$ cat config.mk
export PLATFORM = sky130hd
export DESIGN_NAME = ifu_lsu_arbiter
export DESIGN_NICKNAME = d
export VERILOG_FILES = /design/src/rtl/ifu_lsu_arbiter.sv
export SDC_FILE = /design/constraint.sdc
export NUM_CORES = 1
export LEC_CHECK = 0
export ABC_AREA = 0
export BUFFER_PORTS_ARGS = -buffer_cell sky130_fd_sc_hd__clkbuf_2
export CORE_AREA = 2 2 95 97
export DETAILED_ROUTE_END_ITERATION = 12
export DIE_AREA = 0 0 97 99
export GPL_TIMING_DRIVEN = 0
export PLACE_DENSITY = 0.75
export SLEW_MARGIN = 30
export SYNTH_ARGS = -nofsm -noshare
export SYNTH_HDL_FRONTEND = slang
export SYNTH_SLANG_ARGS = --single-unit
$ cat constraint.sdc
create_clock -name clk_i -period 2.7 [get_ports clk_i]
set_input_delay 0.135 -clock clk_i [delete_from_list [all_inputs] [get_ports clk_i]]
set_output_delay 0.135 -clock clk_i [all_outputs]
set_load 0.01 [all_outputs]
$ cat src/rtl/ifu_lsu_arbiter.sv
// ifu_lsu_arbiter
//   Arbitrates a single downstream memory port between an instruction fetch
//   unit (read only) and a load/store unit (read or write). Only one
//   transaction is outstanding at a time. When both units request in the same
//   IDLE cycle, the grant alternates between them.
//
// Ports
//   clk_i, rst_i                      clock, async active-high reset
//   ifu_req_i/ifu_addr_i/ifu_gnt_o    IFU request channel
//   lsu_req_i/lsu_addr_i/lsu_wen_i/
//   lsu_wdata_i/lsu_wmask_i/lsu_gnt_o LSU request channel
//   ifu_rvalid_o, lsu_rvalid_o        per-unit response strobes
//   rdata_o                           shared response data (0 when idle)
//   mem_req_o/mem_gnt_i/mem_addr_o/
//   mem_wen_o/mem_wdata_o/mem_wmask_o downstream request (registered fields)
//   mem_rvalid_i/mem_rdata_i          downstream response
//
// state | meaning
// ------+-----------------------------------------------------------
// IDLE  | no transaction; arbitrate and grant one requester
// REQ   | presenting the captured request downstream, wait for mem_gnt_i
// RSP   | request accepted downstream, wait for mem_rvalid_i
module ifu_lsu_arbiter #(
    parameter int ADDR_W = 32,
    parameter int DATA_W = 32
) (
    input  logic                clk_i,
    input  logic                rst_i,
    input  logic                ifu_req_i,
    output logic                ifu_gnt_o,
    input  logic [ADDR_W-1:0]   ifu_addr_i,
    input  logic                lsu_req_i,
    output logic                lsu_gnt_o,
    input  logic [ADDR_W-1:0]   lsu_addr_i,
    input  logic                lsu_wen_i,
    input  logic [DATA_W-1:0]   lsu_wdata_i,
    input  logic [DATA_W/8-1:0] lsu_wmask_i,
    output logic                ifu_rvalid_o,
    output logic                lsu_rvalid_o,
    output logic [DATA_W-1:0]   rdata_o,
    output logic                mem_req_o,
    input  logic                mem_gnt_i,
    output logic [ADDR_W-1:0]   mem_addr_o,
    output logic                mem_wen_o,
    output logic [DATA_W-1:0]   mem_wdata_o,
    output logic [DATA_W/8-1:0] mem_wmask_o,
    input  logic                mem_rvalid_i,
    input  logic [DATA_W-1:0]   mem_rdata_i
);

    localparam int MASK_W = DATA_W / 8;

    typedef enum logic [1:0] {
        S_IDLE = 2'd0,
        S_REQ  = 2'd1,
        S_RSP  = 2'd2
    } state_t;

    // owner/last-served encoding: 0 = IFU, 1 = LSU
    localparam logic SEL_IFU = 1'b0;
    localparam logic SEL_LSU = 1'b1;

    state_t              state_q, state_d;
    logic                owner_q, owner_d;
    logic                last_q, last_d;
    logic [ADDR_W-1:0]   addr_q, addr_d;
    logic                wen_q, wen_d;
    logic [DATA_W-1:0]   wdata_q, wdata_d;
    logic [MASK_W-1:0]   wmask_q, wmask_d;

    always_ff @(posedge clk_i or posedge rst_i) begin
        if (rst_i) begin
            state_q <= S_IDLE;
            owner_q <= SEL_IFU;
            last_q  <= SEL_IFU;
            addr_q  <= '0;
            wen_q   <= 1'b0;
            wdata_q <= '0;
            wmask_q <= '0;
        end else begin
            state_q <= state_d;
            owner_q <= owner_d;
            last_q  <= last_d;
            addr_q  <= addr_d;
            wen_q   <= wen_d;
            wdata_q <= wdata_d;
            wmask_q <= wmask_d;
        end
    end

    always_comb begin
        state_d      = state_q;
        owner_d      = owner_q;
        last_d       = last_q;
        addr_d       = addr_q;
        wen_d        = wen_q;
        wdata_d      = wdata_q;
        wmask_d      = wmask_q;
        ifu_gnt_o    = 1'b0;
        lsu_gnt_o    = 1'b0;
        ifu_rvalid_o = 1'b0;
        lsu_rvalid_o = 1'b0;
        mem_req_o    = 1'b0;

        case (state_q)
            S_IDLE: begin
                // Grants are combinational from the request inputs, so they
                // must be masked explicitly while reset is held.
                if (!rst_i) begin
                    // LSU wins a tie unless it was the last one served.
                    if (lsu_req_i && (!ifu_req_i || last_q == SEL_IFU)) begin
                        lsu_gnt_o = 1'b1;
                        owner_d   = SEL_LSU;
                        last_d    = SEL_LSU;
                        addr_d    = lsu_addr_i;
                        wen_d     = lsu_wen_i;
                        wdata_d   = lsu_wdata_i;
                        wmask_d   = lsu_wmask_i;
                        state_d   = S_REQ;
                    end else if (ifu_req_i) begin
                        ifu_gnt_o = 1'b1;
                        owner_d   = SEL_IFU;
                        last_d    = SEL_IFU;
                        addr_d    = ifu_addr_i;
                        wen_d     = 1'b0;
                        wdata_d   = '0;
                        wmask_d   = '0;
                        state_d   = S_REQ;
                    end
                end
            end
            S_REQ: begin
                mem_req_o = 1'b1;
                if (mem_gnt_i) begin
                    state_d = S_RSP;
                end
            end
            S_RSP: begin
                if (mem_rvalid_i) begin
                    if (owner_q == SEL_LSU) begin
                        lsu_rvalid_o = 1'b1;
                    end else begin
                        ifu_rvalid_o = 1'b1;
                    end
                    state_d = S_IDLE;
                end
            end
            default: begin
                state_d = S_IDLE;
            end
        endcase
    end

    assign rdata_o     = (ifu_rvalid_o || lsu_rvalid_o) ? mem_rdata_i : '0;
    assign mem_addr_o  = addr_q;
    assign mem_wen_o   = wen_q;
    assign mem_wdata_o = wdata_q;
    assign mem_wmask_o = wmask_q;

endmodule

==> impl_metrics.py, run 1 <==
metrics = {
    "status": {
        "status": "finished, final reports clean",
    },
    "place": {
        "place.gp.congestion": 0.828,
        "place_hpwl_um": 7540,
        "port_buffers": 244,
    },
    "logic_synthesis": {
        "syn_nets": 392,
        "ys_top_cells_by_area": "dfrtp_1 (57%), a22o_1 (10%), a2bb2oi_1 (8.9%), o32ai_1 (8.9%), and2_1 (6.5%)",
        "ys_seq_area_share_pct": 57.1,
        "synth_area_um2": 3160,
        "synth_common_cells": "dfrtp_1 (72), a22o_1 (37), and2_1 (33), a2bb2oi_1 (32), o32ai_1 (32)",
        "synthSimpleGateAreaFrac_pct": 9.08,
        "synthXorXnorAreaFrac_pct": 0,
        "ys_warn_count": 0,
        "ys_types": 23,
        "ys_ff_latch": 72,
        "synth_compound_area_share_pct": 29.4,
        "synth_top_family_by_area": "compound AO/OA/AOI/OAI gates",
        "muxShareOfSynthArea_pct": 0,
        "syn_area_per_cell_um2": 12.5,
        "synthFlopType": "dfrtp_1",
        "ys_async_sr_fraction_pct": 100,
        "synthCells": 253,
        "yosysMostFrequentCell": "dfrtp_1",
        "synth-adder-area-share_pct": 0,
        "netlist.area_leader.share_pct": 57.1,
        "yosysTopAreaCell": "dfrtp_1",
        "synth_enable_flop_cells": 0,
    },
    "die": {
        "coreArea_um2": 8550,
        "ios": 245,
        "rows": 34,
        "dieWidth_um": 97,
        "die_height_um": 99,
        "dieArea_um2": 9600,
        "start_util_pct": 36.9,
    },
    "timing": {
        "whs_ns": 0.0207,
        "worstMarginPinSlew_ns": 0.491,
        "fmax_mhz": 509,
        "fin_crit_ns": 1.97,
        "slew_violations": 0,
        "setup_viol": 0,
        "rsz0062_at_grt": "no",
        "final.period_utilization_pct": 72.8,
        "final_hold_viol_count": 0,
        "skew_ns": 0.00315,
        "max_slew_margin_pct": 67.3,
    },
    "layout": {
        "num_antenna_cells": 0,
        "num-fill-cells": 745,
        "fin_nets": 666,
        "finish.utilization_pct": 57.8,
        "area_delta_synth_final_pct": 56.6,
        "drive_gt1_share_pct": 51.7,
    },
    "cts": {
        "clk_latency_ns": 0.33,
        "numCtsBuffers": 9,
        "ctsResizeCount": 0,
        "cts.reportedPaths.clkPinSlew_ns": 0.07,
        "htree_num_levels": 3,
        "cts_sinks": 72,
        "tritoncts": "done",
        "cts-root-buf": "clkbuf_8",
        "cts_buffer_depth": 2,
        "post_cts_buffers": 0,
        "cts-hold-fix-buffers": 18,
    },
    "route": {
        "viasPerCell": 4.86,
        "drtIter0Drc": 44,
        "vias": 3109,
        "wirelength_um": 9780,
        "first_pass_iters": 6,
        "wl_per_cell_um": 15.3,
        "ant_nets": 0,
        "drc": 0,
    },
    "global_routing": {
        "grt_pass1_vias": 3254,
        "grt_pass1_wl_um": 15900,
        "grt_antenna_before_repair": 0,
        "grt_usage_pct": 20.3,
        "grt_max_degree": 48,
        "grt-ovfl-total": 0,
    },
    "setup_path": {
        "crit_arrival_ns": 1.83,
        "cp-start-kind": "register",
        "cp_max_fo": 10,
        "endpoint_kind": "output port",
        "critPathKind": "register to output port",
        "rrSetupSlack_ns": 0.92,
        "required_ns": 2.57,
    },
    "pwr": {
        "pwr-share-clk_pct": 19.3,
        "seqPwrFrac_pct": 39.5,
        "switching_share_pct": 35.8,
        "irDropWorstVdd_mv": 0.500,
        "intPower_uw": 3090,
        "pwr_density_cell_nw_per_um2": 975,
        "switchingPower_uw": 1730,
        "leakage_uw": 0.00259,
        "p_comb_share_pct": 41.1,
    },
    "run": {
        "cap_violations": 0,
    },
    "min_path": {
        "hold_path_class": "input port to register",
    },
}
-- worst max-delay path, stage by stage (launching register included) --
cell	delay, ns
dfrtp_1	0.49
nand2_1	0.10
nor2_1	0.25
clkbuf_1	0.32
and2_1	0.20
clkbuf_2	0.14
-- state kept, by name (all words and copies together), names as in the netlist --
register / cells
mem_wdata_o: 32
mem_wmask_o: 4
mem_wen_o: 1
mem_addr_o: 32
last_q: 1
state_q: 2
-- cell usage in the layout, fill, tap and decap left out, types with 7 or more instances in the layout --
cell type | Yosys | layout
clkbuf_2 | 0 | 244
dfrtp_1 | 72 | 72
a22o_1 | 37 | 37
and2_1 | 33 | 33
o32ai_1 | 32 | 32
a2bb2oi_1 | 32 | 32
clkbuf_1 | 18 | 18
dlygate4sd3_1 | 0 | 18
clkbuf_8 | 0 | 9
buf_2 | 7 | 7
-- logic make-up (layout without fill, tap and decap cells) --
family	after synthesis	after routing
compound gates	107	107
simple gates	43	43
buf+inv	31	310
flops	72	72
-- area by class of cell --
class	count	area [um^2]	area share, %
Tap cell	108	135	2.73
Clock inverter	7	95.1	1.92
Inverter	3	13.8	0.278
Multi-Input combinational cell	150	1210	24.6
Sequential cell	72	1800	36.5
Clock buffer	9	124	2.51
Buffer	28	129	2.61
Timing Repair Buffer	263	1430	28.9
-- through the flow --
stage | worst slack, ns | total power [uW] | instance area (um^2) | setup TNS, ns | std cells
2_1_floorplan | 0.740 | 2990 | 3160 | 0 | 253
3_3_place_gp | -0.103 | 3840 | 4510 | -7.05 | 605
3_5_place_dp | 0.886 | 3900 | 4540 | 0 | 606
4_1_cts | 0.684 | 4870 | 4940 | 0 | 640
5_1_grt | 0.476 | 5160 | 4940 | 0 | 640
6_report | 0.735 | 4820 | 4940 | 0 | 640
-- worst paths after layout --
kind                              endpoint       startpoint  cells past startpoint
setup / recovery               rdata_o[13]       state_q[1]                      5
hold / removal             mem_wdata_o[23]  lsu_wdata_i[23]                      2
setup reg to reg            mem_wdata_o[1]       state_q[0]                      5
hold reg to reg            mem_wdata_o[28]  mem_wdata_o[28]                      1
max in group asynchronous  mem_wdata_o[12]            rst_i                      4
min in group asynchronous   mem_addr_o[30]            rst_i                      3
-- metal layers --
metal	vias to the layer above	routed length, um	track usage [%]
met5	-	0	0
met4	0	71	6.28
met3	8	594	4.68
met2	124	4810	32.5
met1	1446	4310	27.6
li1	1531	-	-
-- power by group through the flow --
stage / clock network (uW) / logic [uW] / registers, uW
CTS: 958 / 2010 / 1900
finish: 932 / 1980 / 1900
detailed placement: 0 / 1990 / 1910
floorplan: 0 / 889 / 2110
global route: 1020 / 2160 / 1980
global placement: 0 / 1950 / 1900
Note: power is estimated with default switching activity, not from simulation.
==> run 2, diff against run 1 <==
--- a/config.mk
+++ b/config.mk
@@ -5,13 +5,12 @@
 export SDC_FILE = /design/constraint.sdc
 export NUM_CORES = 1
 export LEC_CHECK = 0
-export ABC_AREA = 0
+export ABC_AREA = 1
 export BUFFER_PORTS_ARGS = -buffer_cell sky130_fd_sc_hd__clkbuf_2
-export CORE_AREA = 2 2 95 97
+export CORE_UTILIZATION = 37
 export DETAILED_ROUTE_END_ITERATION = 12
-export DIE_AREA = 0 0 97 99
 export GPL_TIMING_DRIVEN = 0
-export PLACE_DENSITY = 0.75
+export PLACE_DENSITY = 0.76
 export SLEW_MARGIN = 30
 export SYNTH_ARGS = -nofsm -noshare
 export SYNTH_HDL_FRONTEND = slang
==> constraint.sdc (replaced) <==
create_clock -name clk_i -period 1.8 [get_ports clk_i]
set_input_delay 0.09 -clock clk_i [delete_from_list [all_inputs] [get_ports clk_i]]
set_output_delay 0.09 -clock clk_i [all_outputs]
set_load 0.01 [all_outputs]
==> run 2 against run 1 <==
Effect of this change:
- count of clock-buffer cells in the layout unchanged
- first-iteration DRC count is 140% higher
- clock skew rose by 0.0062 ns
- setup slack got worse by 0.61 ns
- combinational power rose by 60%
- synthesized cell count increased by 94%
- die area increased by 2.9%
- flip-flop and latch count stayed put
- critical path type unchanged
- critical endpoint is now rdata_o[17]
- largest cell class is now buffers
==> impl_metrics.py, run 2 <==
metrics = {
    "setup_path": {
        "critPathKind": "register to output port",
        "required_ns": 1.71,
        "crit_arrival_ns": 1.59,
        "cp_max_fo": 10,
        "cp-start-kind": "register",
        "endpoint_kind": "output port",
    },
    "logic_synthesis": {
        "ys_warn_count": 0,
        "synthSimpleGateAreaFrac_pct": 39.6,
        "synthXorXnorAreaFrac_pct": 0,
        "ys_seq_area_share_pct": 51.3,
        "ys_top_cells_by_area": "dfrtp_1 (51%), nand2_1 (30%), nand3_1 (4.7%), nor2_1 (4.0%), inv_1 (3.7%)",
        "muxShareOfSynthArea_pct": 0,
        "yosysMostFrequentCell": "nand2_1",
        "syn_nets": 630,
        "synth_area_um2": 3510,
        "ys_async_sr_fraction_pct": 100,
        "syn_area_per_cell_um2": 7.15,
        "synthFlopType": "dfrtp_1",
        "ys_types": 13,
        "synth-adder-area-share_pct": 0,
        "synth_compound_area_share_pct": 0.356,
        "netlist.area_leader.share_pct": 51.3,
        "synthCells": 491,
        "synth_enable_flop_cells": 0,
        "ys_ff_latch": 72,
        "yosysTopAreaCell": "dfrtp_1",
        "synth_top_family_by_area": "simple AND/OR/NAND/NOR gates",
        "synth_common_cells": "nand2_1 (278), dfrtp_1 (72), nor2_1 (37), inv_1 (35), nand3_1 (33)",
    },
    "pwr": {
        "p_comb_share_pct": 43.4,
        "switching_share_pct": 40.4,
        "leakage_uw": 0.00354,
        "pwr-share-clk_pct": 17.5,
        "power.total_uw": 7310,
        "irDropWorstVdd_mv": 0.497,
        "intPower_uw": 4360,
        "pwr_density_cell_nw_per_um2": 1310,
        "switchingPower_uw": 2950,
        "seqPwrFrac_pct": 39.1,
    },
    "cts": {
        "cts_sinks": 72,
        "cts.reportedPaths.clkPinSlew_ns": 0.08,
        "numCtsBuffers": 9,
        "htree_num_levels": 3,
        "clk_latency_ns": 0.35,
        "cts-root-buf": "clkbuf_8",
        "tritoncts": "done",
        "cts_buffer_depth": 2,
        "post_cts_buffers": 0,
    },
    "layout": {
        "drive_gt1_share_pct": 37.2,
        "final_common_cell": "nand2_1",
        "instances_no_fill": 906,
        "area_delta_synth_final_pct": 59.3,
        "regArea_um2": 1800,
        "multiInputGateArea_um2": 1420,
        "num-fill-cells": 844,
        "fin_nets": 929,
        "layout_common_cells": "nand2_1 (277), clkbuf_2 (246), dfrtp_1 (71), dlygate4sd3_1 (41), nor2_1 (37)",
        "num_antenna_cells": 0,
    },
    "die": {
        "dieArea_um2": 9890,
        "start_util_pct": 38.2,
        "dieWidth_um": 99.4,
        "coreArea_um2": 9200,
        "ios": 245,
        "rows": 35,
        "die_height_um": 99.4,
    },
    "min_path": {
        "hold_path_class": "input port to asynchronous set/reset pin",
    },
    "route": {
        "vias": 4173,
        "first_pass_iters": 4,
        "drc": 0,
        "drtIter0Drc": 105,
        "ant_nets": 0,
        "wirelength_um": 11900,
        "viasPerCell": 4.61,
        "wl_per_cell_um": 13.1,
    },
    "global_routing": {
        "grt_pass1_wl_um": 18800,
        "grt-ovfl-total": 0,
        "grt_pass1_vias": 4127,
        "grt_max_degree": 27,
        "grt_antenna_before_repair": 0,
        "grt_usage_pct": 24.4,
    },
    "timing": {
        "whs_ns": 0.0122,
        "worstMarginPinSlew_ns": 0.542,
        "final_hold_viol_count": 0,
        "skew_ns": 0.00933,
        "fin_crit_ns": 1.68,
        "fmax_mhz": 595,
        "setup_viol": 0,
        "slew_violations": 0,
        "max_slew_margin_pct": 63.8,
        "final.period_utilization_pct": 93.3,
    },
    "place": {
        "place.gp.congestion": 0.829,
        "place_hpwl_um": 8940,
        "port_buffers": 243,
        "place_inst": 848,
    },
    "status": {
        "status": "finished, final reports clean",
    },
    "run": {
        "cap_violations": 0,
    },
}
## run 2: timing repair
action,in CTS,in global routing
hold buffers,42,0
endpoints found under the setup margin,1,20
endpoints found under the hold margin,93,0
resized for setup,1,10
## run 2: final timing paths
check | from | end | slack (ns) | depth (start not counted)
min | rst_i | mem_wdata_o[19] | 0.01 | 4
max | state_q[0] | rdata_o[17] | 0.12 | 5
min in group clk_i | ifu_addr_i[4] | mem_addr_o[4] | 0.02 | 5
max reg2reg | state_q[1] | mem_addr_o[0] | 0.37 | 6
min reg2reg | mem_wdata_o[25] | mem_wdata_o[25] | 0.48 | 2
max in group asynchronous | rst_i | last_q | 0.86 | 4
## run 2: per-layer routing
| metal | up-vias | part of all wire (%) | global-route usage [%] |
|---|---|---|---|
| met5 | - | 0 | 0 |
| li1 | 2055 | - | - |
| met3 | 40 | 5.6 | 4.29 |
| met1 | 1896 | 38 | 26.1 |
| met4 | 0 | 4.3 | 13.0 |
| met2 | 182 | 52 | 45.7 |
## run 2: cells by family (layout without fill, tap and decap cells)
kind of cell / Yosys count / after routing
AO/OA/AOI/OAI: 2 / 2
buffers and inverters: 62 / 366
flip-flops: 72 / 72
AND/OR/NAND/NOR: 355 / 355
## run 2: critical path, stage by stage (launching register included)
cell and delay, ns:
dfrtp_1 0.39, inv_1 0.11, nand3_1 0.20, clkbuf_2 0.24, nor2_1 0.14, clkbuf_2 0.16
## run 2: area by class of cell
| type | instances | area share (%) |
|---|---|---|
| plain buffers | 27 | 3.49 |
| clock buffers | 9 | 2.21 |
| clock inverters | 7 | 1.27 |
| inverters | 35 | 2.42 |
| multi-input cells | 357 | 25.4 |
| flip-flops and latches | 72 | 32.2 |
| well taps | 111 | 2.48 |
| repair buffers | 288 | 30.5 |
## run 2: power by group through the flow
| stage | clock network [uW] | logic, uW | registers [uW] |
|---|---|---|---|
| after floorplan | 0 | 1330 | 3190 |
| after global placement | 0 | 3000 | 2840 |
| after detailed placement | 0 | 3090 | 2860 |
| after CTS | 1300 | 3170 | 2840 |
| after global routing | 1370 | 3540 | 2950 |
| final | 1280 | 3170 | 2860 |
## run 2: through the flow
step | setup TNS, ns | setup WS, ns | instance area [um^2] | util, %
CTS | 0 | 0.00249 | 5590 | 60.8
global placement | -46.99 | -0.733 | 4890 | 53.2
global route | -0.0135 | -0.0135 | 5600 | 60.8
finish | 0 | 0.120 | 5600 | 60.8
detailed placement | 0 | 0.336 | 4970 | 54.0
floorplan | -3.23 | -0.103 | 3540 | -
==> run 3, diff against run 2 <==
--- a/config.mk
+++ b/config.mk
@@ -7,6 +7,7 @@
 export LEC_CHECK = 0
 export ABC_AREA = 1
 export BUFFER_PORTS_ARGS = -buffer_cell sky130_fd_sc_hd__clkbuf_2
+export CORE_ASPECT_RATIO = 1.75
 export CORE_UTILIZATION = 37
 export DETAILED_ROUTE_END_ITERATION = 12
 export GPL_TIMING_DRIVEN = 0
==> run 3 against run 2 <==
Effect of this change:
- final cell count grew 0.77%
- wire length shrank 0.91%
- combinational power is essentially flat
- sequential power is essentially flat
- hold slack gained 0.037 ns
- via count grew 0.24%
- utilization grew 1.2 points
- count of clock-buffer cells in the layout grew 2
- clock power grew 46%
- sequential share of layout area shrank 0.46 points
- critical endpoint is now rdata_o[23]
==> impl_metrics.py, run 3 (synthesized netlist as in run 2, its figures left out) <==
metrics = {
    "status": {
        "status": "finished, final reports clean",
    },
    "setup_path": {
        "rrSetupSlack_ns": 0.42,
        "critPathKind": "register to output port",
        "crit_arrival_ns": 1.65,
        "cpPeakStageDelay_ns": 0.38,
        "critical-path-slowest-cell": "dfrtp_1",
        "cp-start-kind": "register",
        "required_ns": 1.71,
        "path_cells": "inv_1, nand3_1, buf_2, nor2_1, clkbuf_2",
        "endpoint_kind": "output port",
        "cp_max_fo": 10,
    },
    "route": {
        "vias": 4183,
        "viasPerCell": 4.58,
        "first_pass_iters": 4,
        "wl_per_cell_um": 12.9,
        "wirelength_um": 11700,
        "drc": 0,
        "ant_nets": 0,
        "drtIter0Drc": 159,
    },
    "die": {
        "ios": 245,
        "rows": 46,
        "coreArea_um2": 9150,
        "die_height_um": 131,
        "dieWidth_um": 75.7,
        "dieArea_um2": 9900,
        "start_util_pct": 38.4,
    },
    "timing": {
        "final_hold_viol_count": 0,
        "worstMarginPinSlew_ns": 0.605,
        "slew_violations": 0,
        "skew_ns": 0.00646,
        "fin_crit_ns": 1.74,
        "final.period_utilization_pct": 96.9,
        "rsz0062_at_grt": "no",
        "setup_viol": 0,
        "setup_ws_ns": 0.0563,
        "fmax_mhz": 573,
        "max_slew_margin_pct": 59.5,
    },
    "place": {
        "pre_cts_ws_ns": 0.321,
        "port_buffers": 243,
        "place.gp.congestion": 1.04,
        "placed_area_um2": 4950,
        "place_hpwl_um": 8970,
    },
    "cts": {
        "cts_buffer_depth": 2,
        "cts.reportedPaths.clkPinSlew_ns": 0.06,
        "post_cts_buffers": 0,
        "htree_num_levels": 3,
        "clk_latency_ns": 0.32,
        "tritoncts": "done",
        "cts_sinks": 72,
        "cts-root-buf": "clkbuf_16",
        "numCtsBuffers": 9,
    },
    "global_routing": {
        "grt_antenna_before_repair": 0,
        "grt_usage_pct": 23.9,
        "grt_max_degree": 31,
        "grt_pass1_wl_um": 17500,
        "grt_pass1_vias": 4043,
        "grt-ovfl-total": 0,
    },
    "layout": {
        "num-fill-cells": 797,
        "fin_nets": 927,
        "multiInputGateArea_um2": 1420,
        "finish.utilization_pct": 62.0,
        "regArea_um2": 1800,
        "fin_area_um2": 5680,
        "final_common_cell": "nand2_1",
        "layout_common_cells": "nand2_1 (277), clkbuf_2 (244), dfrtp_1 (71), dlygate4sd3_1 (41), nor2_1 (37)",
        "num_antenna_cells": 0,
        "drive_gt1_share_pct": 36.7,
        "area_delta_synth_final_pct": 61.6,
    },
    "pwr": {
        "leakage_uw": 0.00357,
        "pwr_density_cell_nw_per_um2": 1390,
        "irDropWorstVdd_mv": 0.870,
    },
    "min_path": {
        "hold_path_class": "input port to register",
    },
    "run": {
        "cap_violations": 0,
    },
}
==> run 3: cell types whose count changed in the layout (fill, tap and decap cells not counted), moves of 2 or more <==
cell | previous run | this run
clkbuf_1 | 4 | 7
clkinvlp_4 | 4 | 2
clkbuf_2 | 246 | 244
buf_16 | 2 | 0
clkbuf_8 | 9 | 0
clkbuf_16 | 0 | 9
==> run 3: layout make-up <==
| type | instances | share of cell area, % |
|---|---|---|
| Multi-Input combinational cell | 357 | 25.0 |
| Timing Repair Buffer | 286 | 29.4 |
| Clock inverter | 5 | 1.43 |
| Clock buffer | 11 | 4.10 |
| Sequential cell | 72 | 31.8 |
| Buffer | 27 | 3.37 |
| Inverter | 35 | 2.38 |
| Tap cell | 120 | 2.64 |
==> run 3: metal layers <==
layer | wire, um | track usage, %
met1 | 4070 | 22.9
met2 | 6480 | 44.7
met3 | 594 | 4.14
met4 | 594 | 15.6
met5 | 0 | 0
==> run 3: what timing repair did <==
item | in CTS | in global routing
setup endpoints to repair | 4 | 8
hold endpoints to repair | 52 | 0
hold buffers | 41 | 0
resized for setup | 2 | 4
pin swaps | 0 | 0
==> run 3: worst paths after layout <==
kind,startpoint,cells past startpoint,endpoint
max,state_q[0],5,rdata_o[23]
min,ifu_addr_i[22],5,mem_addr_o[22]
max reg2reg,last_q,7,mem_wdata_o[13]
min reg2reg,mem_addr_o[21],2,mem_addr_o[21]
max in group asynchronous,rst_i,4,mem_addr_o[4]
min in group asynchronous,rst_i,4,mem_addr_o[27]
==> run 3: stage by stage <==
stage               TNS (ns)  power (uW)  instances  hold slack [ns]
finish                     0        7890        913           0.0496
global route               0        8450        913           0.0748
CTS                        0        7950        913           0.0424
detailed placement         0        5980        856            0.120
global placement      -46.76        5870        854            0.283
floorplan              -3.23        4520        491            0.176
==> run 3: report_power, final <==
part	leakage [uW]	switching, uW	internal [uW]	total (uW)
Sequential	0.000919	448	2400	2850
Combinational	0.00250	1860	1310	3170
Clock	0.000150	656	1210	1870
Total	0.00357	2970	4930	7890
==> run 3: worst max-delay path: cells and delay by family (launching register included) <==
kind,cells,cell delay [ns]
buffers and inverters,3,0.54
DFF,1,0.38
and+or+nand+nor,2,0.41
